File: src/rtl/ir_flag_decoder.sv
// Instruction/memory-data/status register bank feeding the control unit.
// Provides the decoded instruction flags, Z/C status bits, register indices and the extended immediate.
module ir_flag_decoder #(
    parameter logic [31:0] IR_RESET = 32'hE1A00000,
    parameter int          CNT_W    = 16
) (
    input  logic             clk,
    input  logic             reset,
    input  logic [31:0]      mem_rdata,
    input  logic             IRwrite,
    input  logic             Mread,
    input  logic             NZCVwrite,
    input  logic [3:0]       alu_nzcv,
    input  logic [1:0]       regdst,
    input  logic             regbdst,
    input  logic [1:0]       immsrc,
    output logic [11:0]      flags,
    output logic             zero,
    output logic             carry,
    output logic [31:0]      ir,
    output logic [31:0]      mdr,
    output logic [3:0]       ra_idx,
    output logic [3:0]       rb_idx,
    output logic [3:0]       rw_idx,
    output logic [31:0]      ext_imm,
    output logic [CNT_W-1:0] instr_cnt
);

    logic [31:0]      ir_q, ir_d;
    logic [31:0]      mdr_q, mdr_d;
    logic [3:0]       nzcv_q, nzcv_d;
    logic [CNT_W-1:0] cnt_q, cnt_d;

    // 8-bit immediate rotated right by twice the 4-bit rotate field.
    function automatic logic [31:0] rot_imm(input logic [7:0] imm8, input logic [3:0] rot);
        logic [63:0] dbl;
        logic [4:0]  amt;
        amt = {rot, 1'b0};
        dbl = {24'b0, imm8, 24'b0, imm8} >> amt;
        return dbl[31:0];
    endfunction

    always_comb begin
        ir_d   = ir_q;
        mdr_d  = mdr_q;
        nzcv_d = nzcv_q;
        cnt_d  = cnt_q;
        if (IRwrite) begin
            ir_d  = mem_rdata;
            cnt_d = cnt_q + {{(CNT_W-1){1'b0}}, 1'b1};
        end
        if (Mread) begin
            mdr_d = mem_rdata;
        end
        if (NZCVwrite) begin
            nzcv_d = alu_nzcv;
        end
    end

    always_ff @(posedge clk or posedge reset) begin
        if (reset) begin
            ir_q   <= IR_RESET;
            mdr_q  <= 32'h0;
            nzcv_q <= 4'b0000;
            cnt_q  <= '0;
        end else begin
            ir_q   <= ir_d;
            mdr_q  <= mdr_d;
            nzcv_q <= nzcv_d;
            cnt_q  <= cnt_d;
        end
    end

    // N and V are held for completeness of the status register but not exported.
    logic unused_nv;
    assign unused_nv = &{1'b0, nzcv_q[3], nzcv_q[0]};

    assign ir        = ir_q;
    assign mdr       = mdr_q;
    assign instr_cnt = cnt_q;
    assign zero      = nzcv_q[2];
    assign carry     = nzcv_q[1];
    assign ra_idx    = ir_q[19:16];
    assign flags     = {ir_q[31:28], (ir_q[27:25] == 3'b101), (ir_q[27:26] == 2'b01), ir_q[25:20]};

    always_comb begin
        rw_idx = ir_q[15:12];
        case (regdst)
            2'b00:   rw_idx = ir_q[15:12];
            2'b01:   rw_idx = ir_q[19:16];
            2'b10:   rw_idx = 4'd14;
            2'b11:   rw_idx = 4'd15;
            default: rw_idx = ir_q[15:12];
        endcase
    end

    assign rb_idx = regbdst ? ir_q[15:12] : ir_q[3:0];

    always_comb begin
        ext_imm = 32'h0;
        case (immsrc)
            2'b00:   ext_imm = rot_imm(ir_q[7:0], ir_q[11:8]);
            2'b01:   ext_imm = {20'b0, ir_q[11:0]};
            2'b10:   ext_imm = {{6{ir_q[23]}}, ir_q[23:0], 2'b00};
            default: ext_imm = 32'h0;
        endcase
    end

endmodule

File: config.mk
export PLATFORM = sky130hd
export DESIGN_NAME = ir_flag_decoder
export DESIGN_NICKNAME = d
export VERILOG_FILES = /design/src/rtl/ir_flag_decoder.sv
export SDC_FILE = /design/constraint.sdc
export NUM_CORES = 1
export LEC_CHECK = 0
export CAP_MARGIN = 20
export CORE_MARGIN = 5
export CORE_UTILIZATION = 35
export CTS_CLUSTER_SIZE = 16
export DETAILED_ROUTE_END_ITERATION = 8
export PLACE_DENSITY = 0.83
export SETUP_SLACK_MARGIN = 0.1
export SKIP_LAST_GASP = 1
export SLEW_MARGIN = 20
export SYNTH_ARGS = -nofsm -noshare
export SYNTH_HDL_FRONTEND = slang
export SYNTH_SLANG_ARGS = --single-unit
File: constraint.sdc
create_clock -name clk -period 2.6 [get_ports clk]
set_input_delay 0.52 -clock clk [delete_from_list [all_inputs] [get_ports clk]]
set_output_delay 0.52 -clock clk [all_outputs]
set_load 0.02 [all_outputs]
==> results.toml, run 1 <==
[synthesis]
synth_area_per_cell_um2 = 11.5
synth_adder_area_share_pct = 0.292
synth.area.mux_share_pct = 21.1
synthCells = 374
synth_flop_cell = "dfrtp_1"
synth_area_um2 = 4290
synth_top_family_by_area = "multiplexers"
synth-simple-area-share_pct = 12.3
yosysWarnings = 0
ys_ff_latch = 82
synth_edf_count = 0
synthArstFlopShare_pct = 100
synth_xor_area_share_pct = 3.06
syn-num-nets = 421
synth-compound-area-share_pct = 9.80
synth_seq_area_share_pct = 48.0
yosysUniqueCellTypes = 48

[detailed_routing]
ant_nets = 0
vias_per_cell = 5.17
routed-via-count = 3757
routedWlPerCell_um = 19.2
dr.pass1.iters = 4
wl_um = 14000
drtIter0Drc = 174
drc = 0

[sta]
period_needed_ns = 2.48
setup_viol = 0
fin_skew_ns = 0.00471
setup_tns_ns = 0
setup_ws_ns = 0.125
slew_violations = 0
slew_headroom_pct = 44.9
hold_violations = 0
period_share_pct = 95.2
worst_slew_pin_slew_ns = 0.827
timing.fmax_mhz = 404
rsz0062_at_grt = "yes"

[power]
total_power_uw = 4570
power_density_nw_per_um2 = 679
p_int_uw = 3120
clkPwrFrac_pct = 31.2
p_leak_uw = 0.00286
vdd_drop_max_v = 0.000553
switching_share_pct = 31.8
p_sw_uw = 1450
p_comb_share_pct = 32.9
power_frac_seq_pct = 35.9

[global_routing]
grtUsageTotal_pct = 19.0
globalRoute.totalOverflow = 0
antenna_found_initial = 0
grt_pass1_wl_um = 22100
grt_pass1_vias = 4046
grt_max_degree = 83

[critical_path]
crit_type = "register to primary output"
startpoint_type = "register"
r2r.worst_path.cells = 5
reg2reg_to = "instr_cnt[14]"
worstPathCellList = "buf_4 > mux2i_2 > o2bb2ai_2 > nor2b_1 > a221o_1 > clkdlybuf4s15_2"
reg2reg_slack_ns = 1.08
path_delay_family = "flip-flops"
cp_max_fo = 6
regToRegStartpoint = "instr_cnt[0]"
path_buf_inv = 2
worstPathArrival_ns = 1.96
setup.worst_path.end_class = "primary output"
critPathSlowestCell = "dfrtp_2"
cp.required_ns = 2.08
cpPeakStageDelay_ns = 0.44

[floorplanning]
row_count = 40
initial_utilization_pct = 35.7
die_w_um = 121
die_area_um2 = 14600
die_y_um = 121
coreArea_um2 = 12000
ios = 184

[layout]
areaGrowthSynthToFinish_pct = 56.7
finalNetCount = 621
fin_util_pct = 56.0
final_common_cell = "clkdlybuf4s50_1"
final_cell_mix = "clkdlybuf4s50_1 (139), dfrtp_1 (73), mux2_2 (70)"
n_antenna_cell = 0
stdcell_area_um2 = 6720
drive_above_1_share_pct = 34.9

[clock_tree]
htreeDepth = 3
ctsLongestPathBuffers = 2
cts_tree = "yes"
clkTransAtPathRegs_ns = 0.06
cts-root-buf = "clkbuf_16"
clkSinkCount = 82
numCtsBuffers = 9
worstSkewPairLatency_ns = 0.33

[placed_design]
place_hpwl_um = 10700
io_buffers = 181
placed_area_um2 = 6370
dpl_worst_slack_ns = -0.455
place_congestion = 0.945

[job]
maxCapViolations = 0

[worst_hold_path]
worstHoldStart = "instr_cnt[10]"
hp-class = "register to register"
hold_path_depth = 1
min_to = "instr_cnt[10]"

[outcome]
status = "finished clean"
layout make-up:
cell class | count | area, µm²
inverters | 4 | 18.8
repair buffers | 223 | 2020
clock buffers | 11 | 233
multi-input cells | 254 | 2100
well taps | 147 | 184
fillers | 1007 | 5290
flip-flops and latches | 82 | 2060
clock inverters | 5 | 104
cell families (layout without fill, tap and decap cells):
| family | count (synthesis) | after routing |
|---|---|---|
| buffers and inverters | 38 | 243 |
| adder cells (fa/ha/maj) | 1 | 1 |
| AND/OR/NAND/NOR | 98 | 98 |
| multiplexers | 80 | 80 |
| flip-flops | 82 | 82 |
| AO/OA/AOI/OAI | 60 | 60 |
| XOR/XNOR | 15 | 15 |
layer usage:
metal,part of all wire [%],global-route usage [%],up-vias,routed length (µm)
li1,-,-,1737,-
met3,7.2,5.75,12,1010
met4,1.1,4.75,0,154
met2,50,32.0,131,6990
met1,42,24.0,1877,5820
met5,0,0,-,0
power by group through the flow:
stage / Sequential, µW / Clock (µW) / Combinational (µW)
finish: 1640 / 1430 / 1500
global route: 1670 / 1520 / 1600
CTS: 1640 / 1460 / 1500
detailed placement: 1650 / 0 / 1510
global placement: 1640 / 0 / 1490
floorplan: 1800 / 0 / 591
state kept, by name (all words and copies together) (netlist names):
| register | flops |
|---|---|
| ir | 32 |
| instr_cnt | 16 |
| nzcv_q | 2 |
| mdr | 32 |
synth_stat cells, types with 3 or more instances:
master    instances  area (µm²)
nand4_1           4        25.0
nor4_1            3        18.8
o21ai_1           9        45.0
o21ai_0          15        75.1
a22o_1            4        35.0
buf_2            13        65.1
mux2_4            3        45.0
nand3_1           8        40.0
nand2_1          28         105
a22oi_1           9        67.6
buf_6             3        33.8
dfstp_2           6         158
nor2_1           19        71.3
buf_4            14         105
a211o_1           3        26.3
dfrtp_1          76        1900
xor2_1            6        52.6
nor2b_1          10        62.6
and3_1            3        18.8
a221o_1           6        60.1
inv_1             3        11.3
clkbuf_1          4        15.0
mux2_2           70         788
a21oi_1           5        25.0
nor3_1            9        45.0
xnor2_1           9        78.8
mux2i_1           5        50.1
through the flow:
step	cells	hold slack, ns
2_1_floorplan	374	0.582
5_1_grt	726	0.510
3_5_place_dp	708	0.481
4_1_cts	726	0.495
3_3_place_gp	708	0.463
6_report	726	0.492
how the worst max path moves through the flow:
stage              start           to  slack [ns]  cells after the start
2_1_floorplan  immsrc[1]  ext_imm[12]        0.40                      3
3_3_place_gp   immsrc[1]   ext_imm[5]       -0.41                      6
3_5_place_dp   immsrc[1]   ext_imm[5]       -0.46                      6
4_1_cts            ir[9]  ext_imm[23]        0.01                      6
5_1_grt            ir[9]  ext_imm[19]        0.03                      6
6_report           ir[9]  ext_imm[19]        0.12                      6
timing repair:
item / 4_1_cts / 5_1_grt
buffers inserted: 1 / 0
endpoints found under the setup margin: 38 / 29
pin swaps: 1 / 1
gates cloned: 1 / 0
resized for setup: 92 / 56
hold buffers: 0 / 0
(Power assumes the default switching activity.)
==> inputs of run 2 (changes only) <==
PLACE_DENSITY = 0.8   (was 0.83)
clock period = 3 ns   (was 2.6 ns; I/O delays follow)
==> run 2 against run 1 <==
  * Combinational power decreased by 18%
  * Worst setup slack improved by 0.022 ns
  * Final cell count decreased by 1.8%
  * Critical path type is now primary input to primary output
  * Cell area shrank 3.2%
==> results.toml, run 2 (synthesized netlist as in run 1, its figures left out) <==
[critical_path]
worstPathCellList = "clkdlybuf4s50_1 > and2b_2 > nand2_4 > buf_4 > nor2b_1 > a221o_1 > clkdlybuf4s15_1"
setup.worst_path.end_class = "primary output"
startpoint_type = "primary input"
crit_type = "primary input to primary output"
cp.required_ns = 2.40
critPathSlowestCell = "clkdlybuf4s50_1"
cp_max_fo = 5
path_delay_family = "buffers and inverters"
worstPathArrival_ns = 2.25
path_buf_inv = 3
cpPeakStageDelay_ns = 0.55

[global_routing]
grt_pass1_wl_um = 22300
grtUsageTotal_pct = 19.4
grt_pass1_vias = 4035
globalRoute.totalOverflow = 0
antenna_found_initial = 0
grt_max_degree = 36

[detailed_routing]
drtIter0Drc = 234
drc = 0
routedWlPerCell_um = 19.5
routed-via-count = 3763
vias_per_cell = 5.28
ant_nets = 0
dr.pass1.iters = 5
wl_um = 13900

[clock_tree]
clkTransAtPathRegs_ns = 0.05
ctsLongestPathBuffers = 2
cts-root-buf = "clkbuf_16"
numCtsBuffers = 9
worstSkewPairLatency_ns = 0.33
cts_tree = "yes"
htreeDepth = 3
cts_setup_buffers = 0
clkSinkCount = 82

[worst_hold_path]
hp-class = "register to register"

[outcome]
status = "finished clean"

[layout]
final_cell_mix = "clkdlybuf4s50_1 (147), dfrtp_1 (73), mux2_2 (70)"
n_fill_cell = 1067
areaGrowthSynthToFinish_pct = 51.7
finalNetCount = 608
n_antenna_cell = 0
final_common_cell = "clkdlybuf4s50_1"
stdcell_count = 713
drive_above_1_share_pct = 26.9

[sta]
period_needed_ns = 2.85
slew_headroom_pct = 46.2
setup_ws_ns = 0.146
setup_tns_ns = 0
holdWs_ns = 0.494
timing.fmax_mhz = 350
period_share_pct = 95.1
slew_violations = 0
setup_viol = 0
worst_slew_pin_slew_ns = 0.808
hold_violations = 0
fin_skew_ns = 0.00452
rsz0062_at_grt = "no"

[power]
p_leak_uw = 0.00277
power_density_nw_per_um2 = 571
vdd_drop_max_v = 0.000380

[floorplanning]
die_area_um2 = 14600
die_y_um = 121
die_w_um = 121
initial_utilization_pct = 35.7
row_count = 40
coreArea_um2 = 12000
ios = 184

[placed_design]
place_congestion = 0.926
dpl_worst_slack_ns = -0.206
io_buffers = 181
place_inst = 697
place_hpwl_um = 10600

[job]
maxCapViolations = 0
## run 2: changes by cell type in the layout (fill, tap and decap cells not counted), sizes merged
cell	change
bufinv	-2
buf	-21
dlymetal6s2s	+1
clkbuf	-3
dlygate4sd2	+4
clkdlybuf4s50	+8
## run 2: path summary, 6_finish.rpt
kind,from,end,slack (ns),depth (start not counted)
hold reg to reg,mdr[17],mdr[17],0.49,1
setup / recovery,immsrc[1],ext_imm[19],0.15,7
hold / removal,mdr[17],mdr[17],0.49,1
setup reg to reg,instr_cnt[0],instr_cnt[14],1.47,5
max in group asynchronous,reset,ir[10],1.66,3
min in group asynchronous,reset,ir[22],0.65,2
## run 2: area by class of cell
cell class / count / area (µm²) / area share [%]
flip-flops and latches: 82 / 2060 / 31.7
multi-input cells: 254 / 2010 / 30.8
repair buffers: 210 / 1960 / 30.1
well taps: 147 / 184 / 2.83
inverters: 4 / 16.3 / 0.250
clock inverters: 3 / 42.5 / 0.653
clock buffers: 13 / 240 / 3.69
## run 2: power breakdown
group	total [µW]	internal [µW]	switching [µW]
clock	1050	644	407
sequential	1430	1250	186
combinational	1230	604	629
## run 2: timing repair
item                       in CTS  in global routing
gates resized for setup        34                 38
hold buffers                    0                  0
setup endpoints to repair      31                 23
## run 2: through the flow
step / area (µm²) / utilization [%] / power [µW]
detailed placement: 6280 / 52.3 / 2710
CTS: 6530 / 54.3 / 3750
floorplan: 4290 / - / 2080
global placement: 6280 / 52.3 / 2690
finish: 6510 / 54.2 / 3720
global route: 6510 / 54.2 / 3900
## run 2: layer usage
layer	global-route usage, %	vias to the layer above	share of wire (%)
met5	0	-	0
li1	-	1708	-
met1	23.5	1857	40
met4	5.95	0	1.8
met3	6.97	21	9.9
met2	32.4	177	48
